File: config.mk
export PLATFORM = sky130hd
export DESIGN_NAME = mem_port_arbiter_flat
export DESIGN_NICKNAME = d
export VERILOG_FILES = /design/src/rtl/mem_port_arbiter_if.sv /design/src/rtl/mem_port_arbiter.sv /design/src/flat_wrapper.sv
export SDC_FILE = /design/constraint.sdc
export NUM_CORES = 1
export LEC_CHECK = 0
export CORE_AREA = 4 4 102 104
export CTS_BUF_LIST = sky130_fd_sc_hd__clkbuf_16
export CTS_CLUSTER_DIAMETER = 40
export DETAILED_ROUTE_END_ITERATION = 12
export DIE_AREA = 0 0 106 108
export PLACE_DENSITY_LB_ADDON = 0.15
export SYNTH_ARGS = -nofsm -noshare
export SYNTH_HDL_FRONTEND = slang
export SYNTH_SLANG_ARGS = --single-unit
File: constraint.sdc
create_clock -name clk_i -period 3.7 [get_ports clk_i]
set_input_delay 1.11 -clock clk_i [delete_from_list [all_inputs] [get_ports clk_i]]
set_output_delay 1.11 -clock clk_i [all_outputs]
set_load 0.01 [all_outputs]
File: src/rtl/mem_port_arbiter_if.sv
// Shared memory-port bundle: two requester channels plus the memory-side strobe/address/data.
// The arbiter takes the slave view; requesters and the memory model together take the master view.
interface mem_port_arbiter_if #(
    parameter int AW = 32,
    parameter int DW = 32
);
    logic          req0;
    logic          req1;
    logic          we0;
    logic          we1;
    logic [AW-1:0] addr0;
    logic [AW-1:0] addr1;
    logic [DW-1:0] wdata0;
    logic [DW-1:0] wdata1;
    logic          lock0;
    logic          lock1;
    logic          gnt0;
    logic          gnt1;
    logic          rvalid0;
    logic          rvalid1;
    logic [DW-1:0] rdata;
    logic          mem_en;
    logic          mem_we;
    logic [AW-1:0] mem_addr;
    logic [DW-1:0] mem_wdata;
    logic [DW-1:0] mem_rdata;

    modport slave (
        input  req0, req1, we0, we1, addr0, addr1, wdata0, wdata1, lock0, lock1, mem_rdata,
        output gnt0, gnt1, rvalid0, rvalid1, rdata, mem_en, mem_we, mem_addr, mem_wdata
    );

    modport master (
        output req0, req1, we0, we1, addr0, addr1, wdata0, wdata1, lock0, lock1, mem_rdata,
        input  gnt0, gnt1, rvalid0, rvalid1, rdata, mem_en, mem_we, mem_addr, mem_wdata
    );
endinterface

File: src/rtl/mem_port_arbiter.sv
// Round-robin arbiter with burst lock sharing one 1-cycle-latency memory between core (0) and loader (1).
// Grant is combinational (0 cycles); read data returns 1 cycle after grant; a denied port simply stalls.
module mem_port_arbiter #(
    parameter int AW = 32,
    parameter int DW = 32
) (
    input  logic                clk_i,
    input  logic                reset_i,
    mem_port_arbiter_if.slave   bus
);

    typedef enum logic [1:0] {
        OWN_NONE = 2'd0,
        OWN_P0   = 2'd1,
        OWN_P1   = 2'd2
    } owner_e;

    owner_e        owner_q, owner_d;
    logic          last_q, last_d;
    logic          rd_pend_q, rd_pend_d;
    logic          rd_port_q, rd_port_d;

    logic          gnt0, gnt1;
    logic          we_sel;
    logic [AW-1:0] addr_sel;
    logic [DW-1:0] wdata_sel;

    always_ff @(posedge clk_i) begin
        if (reset_i) begin
            owner_q   <= OWN_NONE;
            last_q    <= 1'b1;
            rd_pend_q <= 1'b0;
            rd_port_q <= 1'b0;
        end else begin
            owner_q   <= owner_d;
            last_q    <= last_d;
            rd_pend_q <= rd_pend_d;
            rd_port_q <= rd_port_d;
        end
    end

    // Ownership changes only on a granted beat; an idle owner keeps the port.
    always_comb begin
        owner_d   = owner_q;
        last_d    = last_q;
        rd_pend_d = 1'b0;
        rd_port_d = rd_port_q;
        if (gnt0) begin
            last_d    = 1'b0;
            owner_d   = bus.lock0 ? OWN_P0 : OWN_NONE;
            rd_pend_d = !bus.we0;
            rd_port_d = 1'b0;
        end else if (gnt1) begin
            last_d    = 1'b1;
            owner_d   = bus.lock1 ? OWN_P1 : OWN_NONE;
            rd_pend_d = !bus.we1;
            rd_port_d = 1'b1;
        end
    end

    always_comb begin
        gnt0 = 1'b0;
        gnt1 = 1'b0;
        if (!reset_i) begin
            case (owner_q)
                OWN_P0:  gnt0 = bus.req0;
                OWN_P1:  gnt1 = bus.req1;
                default: begin
                    if (bus.req0 && bus.req1) begin
                        gnt0 = last_q;
                        gnt1 = !last_q;
                    end else begin
                        gnt0 = bus.req0;
                        gnt1 = bus.req1;
                    end
                end
            endcase
        end

        we_sel    = 1'b0;
        addr_sel  = '0;
        wdata_sel = '0;
        if (gnt0) begin
            we_sel    = bus.we0;
            addr_sel  = bus.addr0;
            wdata_sel = bus.wdata0;
        end else if (gnt1) begin
            we_sel    = bus.we1;
            addr_sel  = bus.addr1;
            wdata_sel = bus.wdata1;
        end
    end

    assign bus.gnt0      = gnt0;
    assign bus.gnt1      = gnt1;
    assign bus.mem_en    = gnt0 | gnt1;
    assign bus.mem_we    = we_sel;
    assign bus.mem_addr  = addr_sel;
    assign bus.mem_wdata = wdata_sel;
    // Masked during reset so an in-flight read never surfaces.
    assign bus.rvalid0   = rd_pend_q & !rd_port_q & !reset_i;
    assign bus.rvalid1   = rd_pend_q &  rd_port_q & !reset_i;
    assign bus.rdata     = bus.mem_rdata;

endmodule

File: src/flat_wrapper.sv
// flat-port wrapper written by rule: the top's interface ports become plain ports
module mem_port_arbiter_flat 
#(
    parameter int AW = 32,
    parameter int DW = 32
)
  (clk_i, reset_i, bus_req0, bus_req1, bus_we0, bus_we1, bus_addr0, bus_addr1, bus_wdata0, bus_wdata1, bus_lock0, bus_lock1, bus_mem_rdata, bus_gnt0, bus_gnt1, bus_rvalid0, bus_rvalid1, bus_rdata, bus_mem_en, bus_mem_we, bus_mem_addr, bus_mem_wdata);
  mem_port_arbiter_if #(.AW(AW), .DW(DW)) bus_i ();
  input  logic clk_i;
  input  logic reset_i;
  input wire logic [$bits(bus_i.req0)-1:0] bus_req0;
  input wire logic [$bits(bus_i.req1)-1:0] bus_req1;
  input wire logic [$bits(bus_i.we0)-1:0] bus_we0;
  input wire logic [$bits(bus_i.we1)-1:0] bus_we1;
  input wire logic [$bits(bus_i.addr0)-1:0] bus_addr0;
  input wire logic [$bits(bus_i.addr1)-1:0] bus_addr1;
  input wire logic [$bits(bus_i.wdata0)-1:0] bus_wdata0;
  input wire logic [$bits(bus_i.wdata1)-1:0] bus_wdata1;
  input wire logic [$bits(bus_i.lock0)-1:0] bus_lock0;
  input wire logic [$bits(bus_i.lock1)-1:0] bus_lock1;
  input wire logic [$bits(bus_i.mem_rdata)-1:0] bus_mem_rdata;
  output wire logic [$bits(bus_i.gnt0)-1:0] bus_gnt0;
  output wire logic [$bits(bus_i.gnt1)-1:0] bus_gnt1;
  output wire logic [$bits(bus_i.rvalid0)-1:0] bus_rvalid0;
  output wire logic [$bits(bus_i.rvalid1)-1:0] bus_rvalid1;
  output wire logic [$bits(bus_i.rdata)-1:0] bus_rdata;
  output wire logic [$bits(bus_i.mem_en)-1:0] bus_mem_en;
  output wire logic [$bits(bus_i.mem_we)-1:0] bus_mem_we;
  output wire logic [$bits(bus_i.mem_addr)-1:0] bus_mem_addr;
  output wire logic [$bits(bus_i.mem_wdata)-1:0] bus_mem_wdata;
  assign bus_i.req0 = bus_req0;
  assign bus_i.req1 = bus_req1;
  assign bus_i.we0 = bus_we0;
  assign bus_i.we1 = bus_we1;
  assign bus_i.addr0 = bus_addr0;
  assign bus_i.addr1 = bus_addr1;
  assign bus_i.wdata0 = bus_wdata0;
  assign bus_i.wdata1 = bus_wdata1;
  assign bus_i.lock0 = bus_lock0;
  assign bus_i.lock1 = bus_lock1;
  assign bus_i.mem_rdata = bus_mem_rdata;
  assign bus_gnt0 = bus_i.gnt0;
  assign bus_gnt1 = bus_i.gnt1;
  assign bus_rvalid0 = bus_i.rvalid0;
  assign bus_rvalid1 = bus_i.rvalid1;
  assign bus_rdata = bus_i.rdata;
  assign bus_mem_en = bus_i.mem_en;
  assign bus_mem_we = bus_i.mem_we;
  assign bus_mem_addr = bus_i.mem_addr;
  assign bus_mem_wdata = bus_i.mem_wdata;
  mem_port_arbiter #(.AW(AW), .DW(DW)) u_core (.clk_i(clk_i), .reset_i(reset_i), .bus(bus_i));
endmodule
==> results of run 1 <==
[logic make-up after synthesis]
| family | Yosys count | share of synthesized area |
|---|---|---|
| AND/OR/NAND/NOR | 148 | 0.426 |
| AO/OA/AOI/OAI | 70 | 0.236 |
| buffers and inverters | 65 | 0.257 |
| flip-flops | 5 | 0.0601 |
| adder cells (fa/ha/maj) | 2 | 0.0150 |
| multiplexers | 1 | 0.00601 |
[state kept, by name, summed over array words and instances (netlist names)]
signal and flops:
u_core.rd_pend_q 1, u_core.owner_q 2, u_core.rd_port_q 1, u_core.last_q 1
[per-layer routing]
layer  vias up  share of wire  GRT usage
met3        11          0.092     0.0418
met2       125           0.52      0.295
met4         0          0.011     0.0342
met1      1228           0.38      0.167
met5         -              0          0
li1       1326              -          -
[power breakdown]
part / switching [uW] / internal, uW / total [uW] / leakage (uW)
clock: 35.3 / 140 / 175 / 0.0000423
sequential: 2.67 / 58.9 / 61.5 / 0.0000411
combinational: 280 / 388 / 667 / 0.00148
total: 318 / 586 / 904 / 0.00157
[worst max-delay path: stages]
cell             delay (ns)
dlygate4sd2_1          0.26
and3_4                 0.19
nor2_4                 0.12
buf_4                  0.14
bufbuf_16              0.26
nand3_1                0.07
a21oi_1                0.15
clkdlybuf4s15_2        0.24
[cells in the mapped netlist]
library cell | n | share of area
nor2_4 | 1 | 0.0068
dfxtp_1 | 5 | 0.060
o211a_1 | 1 | 0.0060
nand3_1 | 57 | 0.17
nor3_1 | 3 | 0.0090
a21oi_2 | 7 | 0.037
clkbuf_1 | 8 | 0.018
inv_1 | 3 | 0.0068
nand2_1 | 67 | 0.15
nor2_1 | 5 | 0.011
a32o_1 | 1 | 0.0060
buf_2 | 15 | 0.045
nand3b_1 | 2 | 0.0090
nand2b_1 | 2 | 0.0075
a21oi_1 | 59 | 0.18
mux2i_1 | 1 | 0.0060
buf_6 | 5 | 0.034
nor3b_1 | 1 | 0.0045
o21ai_1 | 1 | 0.0030
ha_1 | 2 | 0.015
and3_1 | 2 | 0.0075
nand3_2 | 8 | 0.048
buf_4 | 34 | 0.15
o211ai_2 | 1 | 0.0075
[metrics by stage]
step,setup TNS (ns),worst slack [ns],area [um^2]
4_1_cts,0,0.0261,4090
5_1_grt,0,0.00154,4060
3_5_place_dp,-26.11,-0.430,3680
6_report,0,0.0405,4070
3_3_place_gp,-23.25,-0.388,3680
2_1_floorplan,0,0.581,1670
[cells in the final DEF (no fill, tap or decap), types with 5 or more instances in the layout]
| cell type | netlist | routed |
|---|---|---|
| buf_4 | 34 | 12 |
| buf_16 | 0 | 6 |
| a21oi_1 | 59 | 54 |
| clkdlybuf4s50_1 | 0 | 135 |
| a21oi_2 | 7 | 12 |
| nand2_1 | 67 | 67 |
| buf_2 | 15 | 25 |
| dfxtp_1 | 5 | 5 |
| clkdlybuf4s15_1 | 0 | 10 |
| nand3_1 | 57 | 57 |
| buf_12 | 0 | 9 |
| nor2_1 | 5 | 5 |
| buf_6 | 5 | 6 |
| clkdlybuf4s15_2 | 0 | 31 |
| nand3_2 | 8 | 8 |
[final cells by class]
type | instances | share of cell area
clock inverter | 1 | 0.000923
multi-input combinational | 221 | 0.290
tap | 133 | 0.0409
antenna | 1 | 0.000615
inverter | 3 | 0.00277
sequential | 5 | 0.0246
clock buffer | 3 | 0.0185
timing repair buffer | 240 | 0.622
[how the worst max path moves through the flow]
| stage | startpoint | to | slack (ns) | cells past startpoint |
|---|---|---|---|---|
| 3_3_place_gp | bus_req1 | bus_mem_addr[27] | -0.39 | 7 |
| 6_report | bus_req0 | bus_mem_wdata[7] | 0.04 | 8 |
| 3_5_place_dp | bus_req1 | bus_mem_addr[13] | -0.43 | 7 |
| 5_1_grt | bus_req1 | bus_mem_addr[5] | 0.002 | 8 |
| 4_1_cts | bus_req0 | bus_mem_wdata[5] | 0.03 | 8 |
| 2_1_floorplan | bus_req1 | bus_mem_wdata[13] | 0.58 | 7 |
[what timing repair did]
| action | CTS | global route |
|---|---|---|
| setup buffers | 13 | 0 |
| pin swaps | 4 | 1 |
| gates resized for setup | 222 | 10 |
| cloned | 8 | 0 |
| setup endpoints to repair | 68 | 7 |
==> results.md, run 1 <==
- DR pass1 iterations: 4
- Post-synthesis sequential area ratio: 0.0601
- Vias in the first global route: 2,788
- Final Hold Viols: 0
- Mapped Area: 1670 um^2
- Multi-input gate area: 1180 um^2
- Seq cells post-synth: 5
- Yosys warns: 0
- # IOs: 270
- Vert. Die Dim: 108 um
- CTS tree: built
- Register area: 100 um^2
- GRT overflow: 0
- Skew-Pair Late Insertion Delay: 0.23 ns
- DRC: 0
- Worst R2R Start: u_core.owner_q[0]
- DRT antenna net count: 0
- Hold Startpoint: u_core.rd_port_q
- Tmin final: 3.66 ns
- Worst R2R Path Depth: 8
- Worst Hold Class: register to register
- Synth Net Count: 461
- Max_cap viols: 0
- CTS Root Cell: clkbuf_16
- Leak: 0.00157 uW
- Starting Density: 0.175
- Ratio of final minimum period to clock period: 0.989
- Slew @ Worst Pin: 0.287 ns
- Cells after Synth: 291
- Worst R2R Setup Slack: 1.66 ns
- Hold endpoint: u_core.rd_port_q
- DP Wirelength: 6240 um
- Port Buffers: 205
- FILL cells: 1,023
- First-pass GRT wire length: 14,300 um
- Routed WL: 9430 um
- Worst Setup Path Type: input port to output pin
- Initial antenna violation count: 0
- Nets: 644
- Clock skew: 0.00193 ns
- Area grow syn2layout: 144%
- Vias per cell: 4.43
- Worst slew margin: 0.807
- Final Core Density: 0.426
- Synth Area per Inst: 5.73 um^2
- Fmax: 273 MHz
- Core Footprint: 9550 um^2
- Post-CTS Hold Fix Bufs: 0
- Worst Hold Depth: 2
- CP Capture Type: output pin
- Startpoint types: input port
- Data required, critical path: 2.59 ns
- Final GP Congestion: 0.778
- Clock tree buffer depth: 2
- Power after layout: 904 uW
- Outcome: complete, no violations
- RSZ-0062 raised after global routing: no
- Die width: 106 um
- Maximum number of pins on one net before global-route repair: 39
- CTS Buf Count: 3
- Max IR drop VDD: 118 uV
- Clk slew on worst S/H paths: 0.03 ns
- Pwr dens: 222 nW/um^2
- Drt first-iter violations: 128
- Die area: 11,400 um^2
- Reg2reg end: u_core.owner_q[0]
- # setup viols final: 0
- GRT Util Overall: 0.153
- CP max FO: 9
- Total number of vias: 2,690
- Clock sinks: 5
- Share of post-route cells with drive strength above 1: 0.249
- Hold_ws: 0.526 ns
- Critical path arrival: 2.55 ns
- Post-Place Cells: 581
- Unique cell type count in the Yosys netlist: 24
- H-tree depth: 1
- Routed WL per cell: 15.5 um
- Fin cells: 607
- Rows: 36
- Max Slew Vio Count: 0
No activity file was read; power rests on OpenSTA's default activity.
==> run 2, diff against run 1 <==
--- a/config.mk
+++ b/config.mk
@@ -11,6 +11,7 @@
 export DETAILED_ROUTE_END_ITERATION = 12
 export DIE_AREA = 0 0 106 108
 export PLACE_DENSITY_LB_ADDON = 0.15
+export SETUP_SLACK_MARGIN = 0.02
 export SYNTH_ARGS = -nofsm -noshare
 export SYNTH_HDL_FRONTEND = slang
 export SYNTH_SLANG_ARGS = --single-unit
==> run 2 against run 1 <==
Register-to-register slack worse by 0.02 ns. Highest routed layer unchanged. Die area stayed put. Largest cell class unchanged. Sequential share of layout area hardly changed. First-iteration DRC count is 15% lower. Wire length is 1.1% higher. Sequential power hardly changed. Non-clock buffer count is 1 higher. Clock skew hardly changed.
==> results.md, run 2 (synthesized netlist as in run 1, its figures left out) <==
- FILL cells: 1,022 (-0.098%)
- Share of post-route cells with drive strength above 1: 0.262 (+0.0121)
- CP max-delay cell: dlygate4sd2_1
- Post-CTS Hold Fix Bufs: 0 (unchanged)
- H-tree depth: 1 (unchanged)
- Worst Hold Depth: 2 (unchanged)
- Startpoint types: input port
- Setup TNS: 0 ns (unchanged)
- Clock sinks: 5 (unchanged)
- Routed WL per cell: 15.7 um (+0.93%)
- Ratio of final minimum period to clock period: 0.974 (-0.0150)
- Leak: 0.00158 uW (+0.81%)
- GRT Util Overall: 0.153 (about the same)
- Vias in the first global route: 2,790 (+0.072%)
- Clock power share: 0.192 (-0.002)
- # setup viols final: 0 (unchanged)
- Worst R2R Start: u_core.owner_q[0]
- Cell Chain, Critical Path: dlygate4sd2_1 -> and3_4 -> nor2_4 -> buf_4 -> bufbuf_16 -> nand3_1 -> a21oi_2 -> buf_2
- Most frequent cells in the layout: clkdlybuf4s50_1, nand2_1, nand3_1
- Data required, critical path: 2.59 ns (about the same)
- # IOs: 270 (unchanged)
- GRT overflow: 0 (unchanged)
- Skew-Pair Late Insertion Delay: 0.23 ns (about the same)
- Max reg flops: 2 (unchanged)
- Total number of vias: 2,718 (+1.0%)
- Starting Density: 0.175 (unchanged)
- Vias per cell: 4.47 (+0.87%)
- Rows: 36 (unchanged)
- Critical path arrival: 2.49 ns (-0.06 ns)
- Outcome: complete, no violations
- Multi-input gate area: 1190 um^2 (+0.85%)
- CP max FO: 9 (unchanged)
- Net Sw Frac: 0.352 (+0.000888)
- Drt first-iter violations: 109 (-15%)
- Max incr delay on CP: 0.26 ns (about the same)
- Die width: 106 um (unchanged)
- Worst Path Buf+Inv: 4 (unchanged)
- Initial antenna violation count: 0 (unchanged)
- Fmax: 277 MHz (+1.5%)
- CP Capture Type: output pin
- First-pass GRT wire length: 14,300 um (about the same)
- Vert. Die Dim: 108 um (unchanged)
- Int Pwr: 590 uW (+0.58%)
- CTS Root Cell: clkbuf_16
- Clock skew: 0.00193 ns (+0.00000649 ns)
- Tmin final: 3.60 ns (-0.0556 ns)
- Pwr dens: 224 nW/um^2 (+0.69%)
- Worst Hold Class: register to register
- Top reg by flops: u_core.owner_q
- Core Footprint: 9550 um^2 (unchanged)
- Slew @ Worst Pin: 0.287 ns (-0.00000978 ns)
- Sw Pwr: 321 uW (+0.97%)
- DRC: 0 (unchanged)
- Final Hold Viols: 0 (unchanged)
- DP Wirelength: 6240 um (unchanged)
- Hold endpoint: u_core.rd_port_q
- DR pass1 iterations: 4 (unchanged)
- Fin cells: 608 (+0.16%)
- Register area: 100 um^2 (unchanged)
- Routed WL: 9530 um (+1.1%)
- Hold Startpoint: u_core.rd_port_q
- Max_cap viols: 0 (unchanged)
- CTS Buf Count: 3 (unchanged)
- Clk slew on worst S/H paths: 0.03 ns (about the same)
- Worst slew margin: 0.807 (about the same)
- Die area: 11,400 um^2 (unchanged)
- Final GP Congestion: 0.778 (unchanged)
- Port Buffers: 205 (unchanged)
- Worst R2R Path Depth: 8 (unchanged)
- Top Family by Delay on Critical Path: buffers and inverters
- CTS tree: built
- Reg power frac: 0.068 (about the same)
- Max Slew Vio Count: 0 (unchanged)
- Worst Setup Path Type: input port to output pin
- Post-Place Cells: 581 (unchanged)
- Clock tree buffer depth: 2 (unchanged)
- Max IR drop VDD: 118 uV (+0.12%)
- Hold_ws: 0.527 ns (+0.00122 ns)
- Leading cell type in the layout, fill and taps excluded: clkdlybuf4s50_1
- DRT antenna net count: 0 (unchanged)
- Area grow syn2layout: 144% (about the same)
- RSZ-0062 raised after global routing: no
- Maximum number of pins on one net before global-route repair: 39 (unchanged)
- Nets: 645 (+0.16%)
- Comb pwr share: 0.740 (+0.002)
- Reg2reg end: u_core.owner_q[0]
- Final Core Density: 0.426 (about the same)
- Worst R2R Setup Slack: 1.64 ns (-0.02 ns)
==> run 2: cell types whose count changed in the layout (fill, tap and decap cells not counted), sizes merged <==
cell           change
clkdlybuf4s15      -5
clkbuf             +2
buf                +4
==> run 2: layer usage <==
layer	track usage	routed length [um]	vias up
met3	0.0418	863	11
met2	0.295	4980	130
met5	0	0	-
li1	-	-	1328
met1	0.167	3590	1249
met4	0.0342	102	0
==> run 2: worst register-to-register path: stages, from the launching register on <==
cell	delay, ns
dfxtp_1	0.32
inv_1	0.06
ha_1	0.43
nand3b_1	0.22
o211a_4	0.22
buf_4	0.16
buf_16	0.15
buf_4	0.15
a32o_1	0.24
==> run 2: power by group through the flow <==
stage / registers (uW) / logic, uW / clock network, uW
final: 61.6 / 674 / 175
after global routing: 62.0 / 728 / 181
after CTS: 61.4 / 677 / 178
after detailed placement: 62.1 / 574 / 0
after global placement: 62.0 / 570 / 0
after floorplan: 61.4 / 279 / 0
==> run 2: worst max path at each step <==
stage / endpoint / cells past startpoint / start / slack, ns
floorplan: bus_mem_wdata[13] / 7 / bus_req1 / 0.58
global placement: bus_mem_addr[27] / 7 / bus_req1 / -0.39
detailed placement: bus_mem_addr[13] / 7 / bus_req1 / -0.43
CTS: bus_mem_wdata[5] / 8 / bus_req0 / 0.03
global route: bus_mem_addr[16] / 8 / bus_req1 / 0.005
finish: bus_mem_wdata[5] / 8 / bus_req0 / 0.1
==> run 2: final cells by class <==
type | instances | area share
diodes | 1 | 0.000615
clock buffers | 3 | 0.0185
clock inverters | 1 | 0.000923
inverters | 3 | 0.00277
multi-input cells | 221 | 0.292
flip-flops and latches | 5 | 0.0246
well taps | 133 | 0.0409
repair buffers | 241 | 0.620
==> run 2: repair_timing <==
item	4_1_cts	5_1_grt
resized for setup	223	17
buffers inserted	13	1
gates cloned	8	0
pin swaps	4	1
setup endpoints to repair	68	19
==> run 2: per-stage QoR <==
stage | setup slack (ns) | instance area [um^2] | total power, uW
6_report | 0.0961 | 4070 | 911
2_1_floorplan | 0.581 | 1670 | 340
4_1_cts | 0.0261 | 4080 | 917
3_3_place_gp | -0.388 | 3680 | 632
3_5_place_dp | -0.430 | 3680 | 636
5_1_grt | 0.00465 | 4070 | 971
